`config.mk`:
```
export PLATFORM = sky130hd
export DESIGN_NAME = imem_arbiter
export DESIGN_NICKNAME = d
export VERILOG_FILES = /design/src/rtl/imem_arb_pkg.sv /design/src/rtl/imem_arbiter.sv
export SDC_FILE = /design/constraint.sdc
export NUM_CORES = 1
export LEC_CHECK = 0
export ABC_CLOCK_PERIOD_IN_PS = 1600
export CAP_MARGIN = 20
export CORE_AREA = 2 2 103 105
export DETAILED_ROUTE_END_ITERATION = 6
export DIE_AREA = 0 0 105 107
export SLEW_MARGIN = 0
export SYNTH_ARGS = -nofsm -noshare
export SYNTH_HDL_FRONTEND = slang
export SYNTH_SLANG_ARGS = --single-unit
```
`constraint.sdc`:
```
create_clock -name clk -period 1.6 [get_ports clk]
set_clock_uncertainty 0.05 [all_clocks]
set_input_delay 0.32 -clock clk [delete_from_list [all_inputs] [get_ports clk]]
set_output_delay 0.32 -clock clk [all_outputs]
set_load 0.01 [all_outputs]
```
`src/rtl/imem_arb_pkg.sv`:
```
// Shared types and default widths for the instruction-memory arbiter.
// Priority states: fetch normally wins; the loader wins for one turn after a starvation run.
package imem_arb_pkg;

   localparam int DEFAULT_ADDR_W = 32;
   localparam int DEFAULT_DATA_W = 32;

   typedef enum logic [0:0] {
      FETCH_PRI = 1'b0,
      LDR_PRI   = 1'b1
   } arbState_e;

endpackage

```
`src/rtl/imem_arbiter.sv`:
```
// Two-requester arbiter sharing a single-port synchronous BRAM between CPU fetch and the loader.
// Fetch has fixed priority, bounded by a starvation counter that guarantees the loader a turn.
module imem_arbiter
   import imem_arb_pkg::*;
#(
   parameter int ADDR_W    = DEFAULT_ADDR_W,
   parameter int DATA_W    = DEFAULT_DATA_W,
   parameter int MAX_GRANT = 4
) (
   input  logic              clk,
   input  logic              rst,
   input  logic              fetch_req_valid,
   output logic              fetch_req_ready,
   input  logic [ADDR_W-1:0] fetch_addr,
   output logic              fetch_rsp_valid,
   output logic [DATA_W-1:0] fetch_rsp_data,
   input  logic              ldr_req_valid,
   output logic              ldr_req_ready,
   input  logic              ldr_we,
   input  logic [ADDR_W-1:0] ldr_addr,
   input  logic [DATA_W-1:0] ldr_wdata,
   output logic              ldr_rsp_valid,
   output logic [DATA_W-1:0] ldr_rsp_data,
   output logic              mem_write_en,
   output logic [ADDR_W-1:0] mem_addr,
   output logic [DATA_W-1:0] mem_write_data,
   input  logic [DATA_W-1:0] mem_read_data
);

   localparam int              CNT_W   = $clog2(MAX_GRANT + 1);
   localparam logic [CNT_W-1:0] CNT_MAX = CNT_W'(MAX_GRANT);

   arbState_e        state_q, state_d;
   logic [CNT_W-1:0] cnt_q, cnt_d;
   logic             rspFetch_q, rspFetch_d;
   logic             rspLdr_q, rspLdr_d;
   logic             fetchGrant, ldrGrant;

   // Grant selection; nothing is granted while reset is held.
   always_comb begin
      fetchGrant = 1'b0;
      ldrGrant   = 1'b0;
      if (!rst) begin
         case (state_q)
            LDR_PRI: begin
               ldrGrant   = ldr_req_valid;
               fetchGrant = fetch_req_valid & ~ldr_req_valid;
            end
            default: begin
               fetchGrant = fetch_req_valid;
               ldrGrant   = ldr_req_valid & ~fetch_req_valid;
            end
         endcase
      end
   end

   // Starvation tracking: the counter only runs while the loader is waiting behind fetch.
   always_comb begin
      state_d = state_q;
      cnt_d   = cnt_q;
      if (ldrGrant || !ldr_req_valid) begin
         state_d = FETCH_PRI;
         cnt_d   = '0;
      end else if (fetchGrant && (state_q == FETCH_PRI)) begin
         if ((cnt_q + CNT_W'(1)) == CNT_MAX) begin
            state_d = LDR_PRI;
            cnt_d   = '0;
         end else if (cnt_q != CNT_MAX) begin
            cnt_d = cnt_q + CNT_W'(1);
         end
      end
   end

   always_comb begin
      rspFetch_d = fetchGrant;
      rspLdr_d   = ldrGrant & ~ldr_we;
   end

   always_ff @(posedge clk or posedge rst) begin
      if (rst) begin
         state_q    <= FETCH_PRI;
         cnt_q      <= '0;
         rspFetch_q <= 1'b0;
         rspLdr_q   <= 1'b0;
      end else begin
         state_q    <= state_d;
         cnt_q      <= cnt_d;
         rspFetch_q <= rspFetch_d;
         rspLdr_q   <= rspLdr_d;
      end
   end

   // The BRAM port follows the winner in the same cycle; an idle port parks on the fetch address.
   always_comb begin
      mem_write_en   = 1'b0;
      mem_addr       = fetch_addr;
      mem_write_data = '0;
      if (ldrGrant) begin
         mem_write_en = ldr_we;
         mem_addr     = ldr_addr;
         if (ldr_we) begin
            mem_write_data = ldr_wdata;
         end
      end
   end

   assign fetch_req_ready = fetchGrant;
   assign ldr_req_ready   = ldrGrant;
   assign fetch_rsp_valid = rspFetch_q;
   assign ldr_rsp_valid   = rspLdr_q;
   assign fetch_rsp_data  = rspFetch_q ? mem_read_data : '0;
   assign ldr_rsp_data    = rspLdr_q ? mem_read_data : '0;

endmodule

```
==> results.toml <==
[run_status]
status = "complete, but fails checks"
violations = "setup timing"

[grt]
gr-total-overflow = 0
grt_max_degree = 35
use_met1 = 0.152
use_met2 = 0.309
grt_pass1_wl_um = 13600
met3_usage = 0.0371
grt_usage = 0.151
grt_pass1_vias = 2613
grt.busiest_layer = "met2"
antenna_found_initial = 0

[worst_setup_path]
critPathMaxFanout = 8
worstPathRequired_ps = 1230
startpoint_type = "register"
worstPathArrival_ps = 1720
crit_path_frequent_cell = "buf_8"
r2r_end = "ldr_rsp_valid"
max_stage_delay_ps = 390
rr_startpoint = "state_q"
path_cells = "nor2b_4 > nor3b_4 > buf_12 > buf_8 > buf_16 > buf_8 > and3_1 > buf_2"
path_delay_family = "buffers and inverters"
end_kind = "primary output"
startpoint = "state_q"
worst-r2r-setup-slack_ps = -90
path_class = "reg -> out"
path_buf_inv = 5
crit_end = "mem_write_data[9]"
worst_path_max_delay_cell = "dfrtp_1"
reg2reg_depth = 9
path_depth = 8

[final_layout]
fin_area_um2 = 4740
drive_gt1_frac = 0.421
area_growth_pct = 235
antenna_cells = 0
stdcell_count = 604
final_nets = 607

[die]
rows = 37
core_area_um2 = 10100
start_util = 0.140
ios = 266
dieArea_um2 = 11200
dieHeight_um = 107
die_width_um = 105

[synth]
synth-seq-area-share = 0.106
synthArstFlopShare = 1.00
syn_nets = 319
synth_top_cell_by_area = "and2_1"
synth-seq-cells = 6
synth_edf_count = 0
ys_types = 28
syn_avg_cell_area_um2 = 7.78
synthesis.area_um2 = 1420
netlist.area_leader.share = 0.292
synth_warnings = 0
syn_inst = 182
synth_area_leaders = "and2_1 29%, mux2_2 21%, and3_1 15%"
synth_flop_cell = "dfrtp_1"

[timing]
final_hold_viol_count = 0
rsz0062_at_grt = "yes"
setup_slack_ps = -489
min_period_over_period = 1.31
max_freq_mhz = 479
relSlewSlack = 0.854
finalCriticalPeriod_ps = 2090
setup_viol = 67
slew_violations = 0
tightest_slew_ps = 216

[drt]
antenna_left = 0
dr.first_iter.drc_count = 77
wl_um = 9240
first_pass_iters = 4
vias = 2478
post_drt_via_cell_ratio = 4.10
wl_per_cell_um = 15.3
drc = 0

[clock_tree]
cts_buffer_depth = 2
clock_latency_ps = 220
cts.sinks = 6
cts_tree = "built"
cts_buffers = 3
clk_pin_slew_ps = 40
htree_levels = 1
cts_root_buf = "clkbuf_8"

[place]
place_ws_ps = -1080
gp_congestion = 0.769
dp.cells = 581
hpwl_um = 7010
placed_cell_area_um2 = 4390
portBuffers = 265

[power]
total_power_w = 0.00136
p_leak_nw = 2.34
power_density_nw_per_um2 = 288
peakVddDrop_mv = 0.160

[min_path]
hp-class = "in -> async"

[run]
max_cap_viol_count = 0
per-stage QoR:
stage                     hold WS, ps   util  TNS (ps)
final                             369  0.469    -26720
after CTS                         373  0.476    -27570
after global placement            513  0.435    -79840
after detailed placement          520  0.435    -81030
after global routing              417  0.469    -31770
after floorplan                  74.2      -     -2280
layout make-up:
type	count	area [um^2]
timing repair buffer	299	2930
multi-input combinational	155	1420
tap	136	170
clock buffer	3	41.3
fill	1044	5360
inverter	5	18.8
sequential	6	151
cells by family after synthesis:
family                   after synthesis  synth area share
multiplexers                          32             0.255
AND/OR/NAND/NOR                      110             0.493
AO/OA/AOI/OAI                          8            0.0371
adder cells (fa/ha/maj)                4            0.0354
XOR/XNOR                               1           0.00619
buffers and inverters                 21            0.0672
flip-flops                             6             0.106
report_power, final:
part           total, W  switching (W)  internal (W)
Combinational  0.000978       0.000312      0.000666
Sequential     0.000163     0.00000448      0.000158
Clock          0.000223      0.0000617      0.000161
sequential cells by signal, indices dropped and copies added, names as in the netlist:
| name | cells |
|---|---|
| cnt_q | 3 |
| fetch_rsp_valid | 1 |
| ldr_rsp_valid | 1 |
| state_q | 1 |
cells in the mapped netlist (2+ instances only):
library cell,instances
buf_2,4
nand3_1,2
and3_1,33
clkbuf_1,10
o21ai_0,2
mux2_2,27
nor2b_1,2
dfrtp_1,6
and2_1,66
mux2_1,5
ha_1,4
inv_1,5
worst reg2reg max path, stage by stage, from the launching register on:
cell and delay [ps]:
dfrtp_1 400, nor2b_4 160, nor3b_4 60, buf_12 150, buf_8 140, buf_16 130, buf_8 120, buf_4 120
buf_4 120, nor2b_1 120
repair_timing:
action                                 CTS  global route
setup endpoints to repair              133            77
gates resized for setup                556            11
endpoints found under the hold margin    0             0
pin swaps                               16             1
buffers inserted                        15             4
cloned                                   7             0
hold buffers                             0             0
how the worst min path moves through the flow:
stage	depth (start not counted)	slack (ps)	to
2_1_floorplan	1	70	cnt_q[0]
3_3_place_gp	2	510	cnt_q[1]
3_5_place_dp	2	520	cnt_q[1]
4_1_cts	4	370	state_q
5_1_grt	4	420	state_q
6_report	4	370	state_q
cell usage in the layout (no fill, tap or decap), types with 2 or more instances in the layout:
cell type	instances
clkdlybuf4s15_1	6
nor2b_1	2
buf_12	8
nand3_1	2
and3_4	21
o21ai_0	2
buf_4	13
buf_16	4
buf_8	2
ha_1	3
dlygate4sd2_1	31
and3_1	12
inv_1	5
clkdlybuf4s50_1	129
dfrtp_1	5
and2_1	65
clkbuf_8	3
mux2_4	32
buf_2	45
buf_6	61
layer usage:
| metal | part of all wire | routed length (um) |
|---|---|---|
| met1 | 0.36 | 3310 |
| met2 | 0.54 | 5030 |
| met5 | 0 | 0 |
| met3 | 0.087 | 806 |
| met4 | 0.0099 | 91 |
Note: power is estimated with default switching activity, not from simulation.
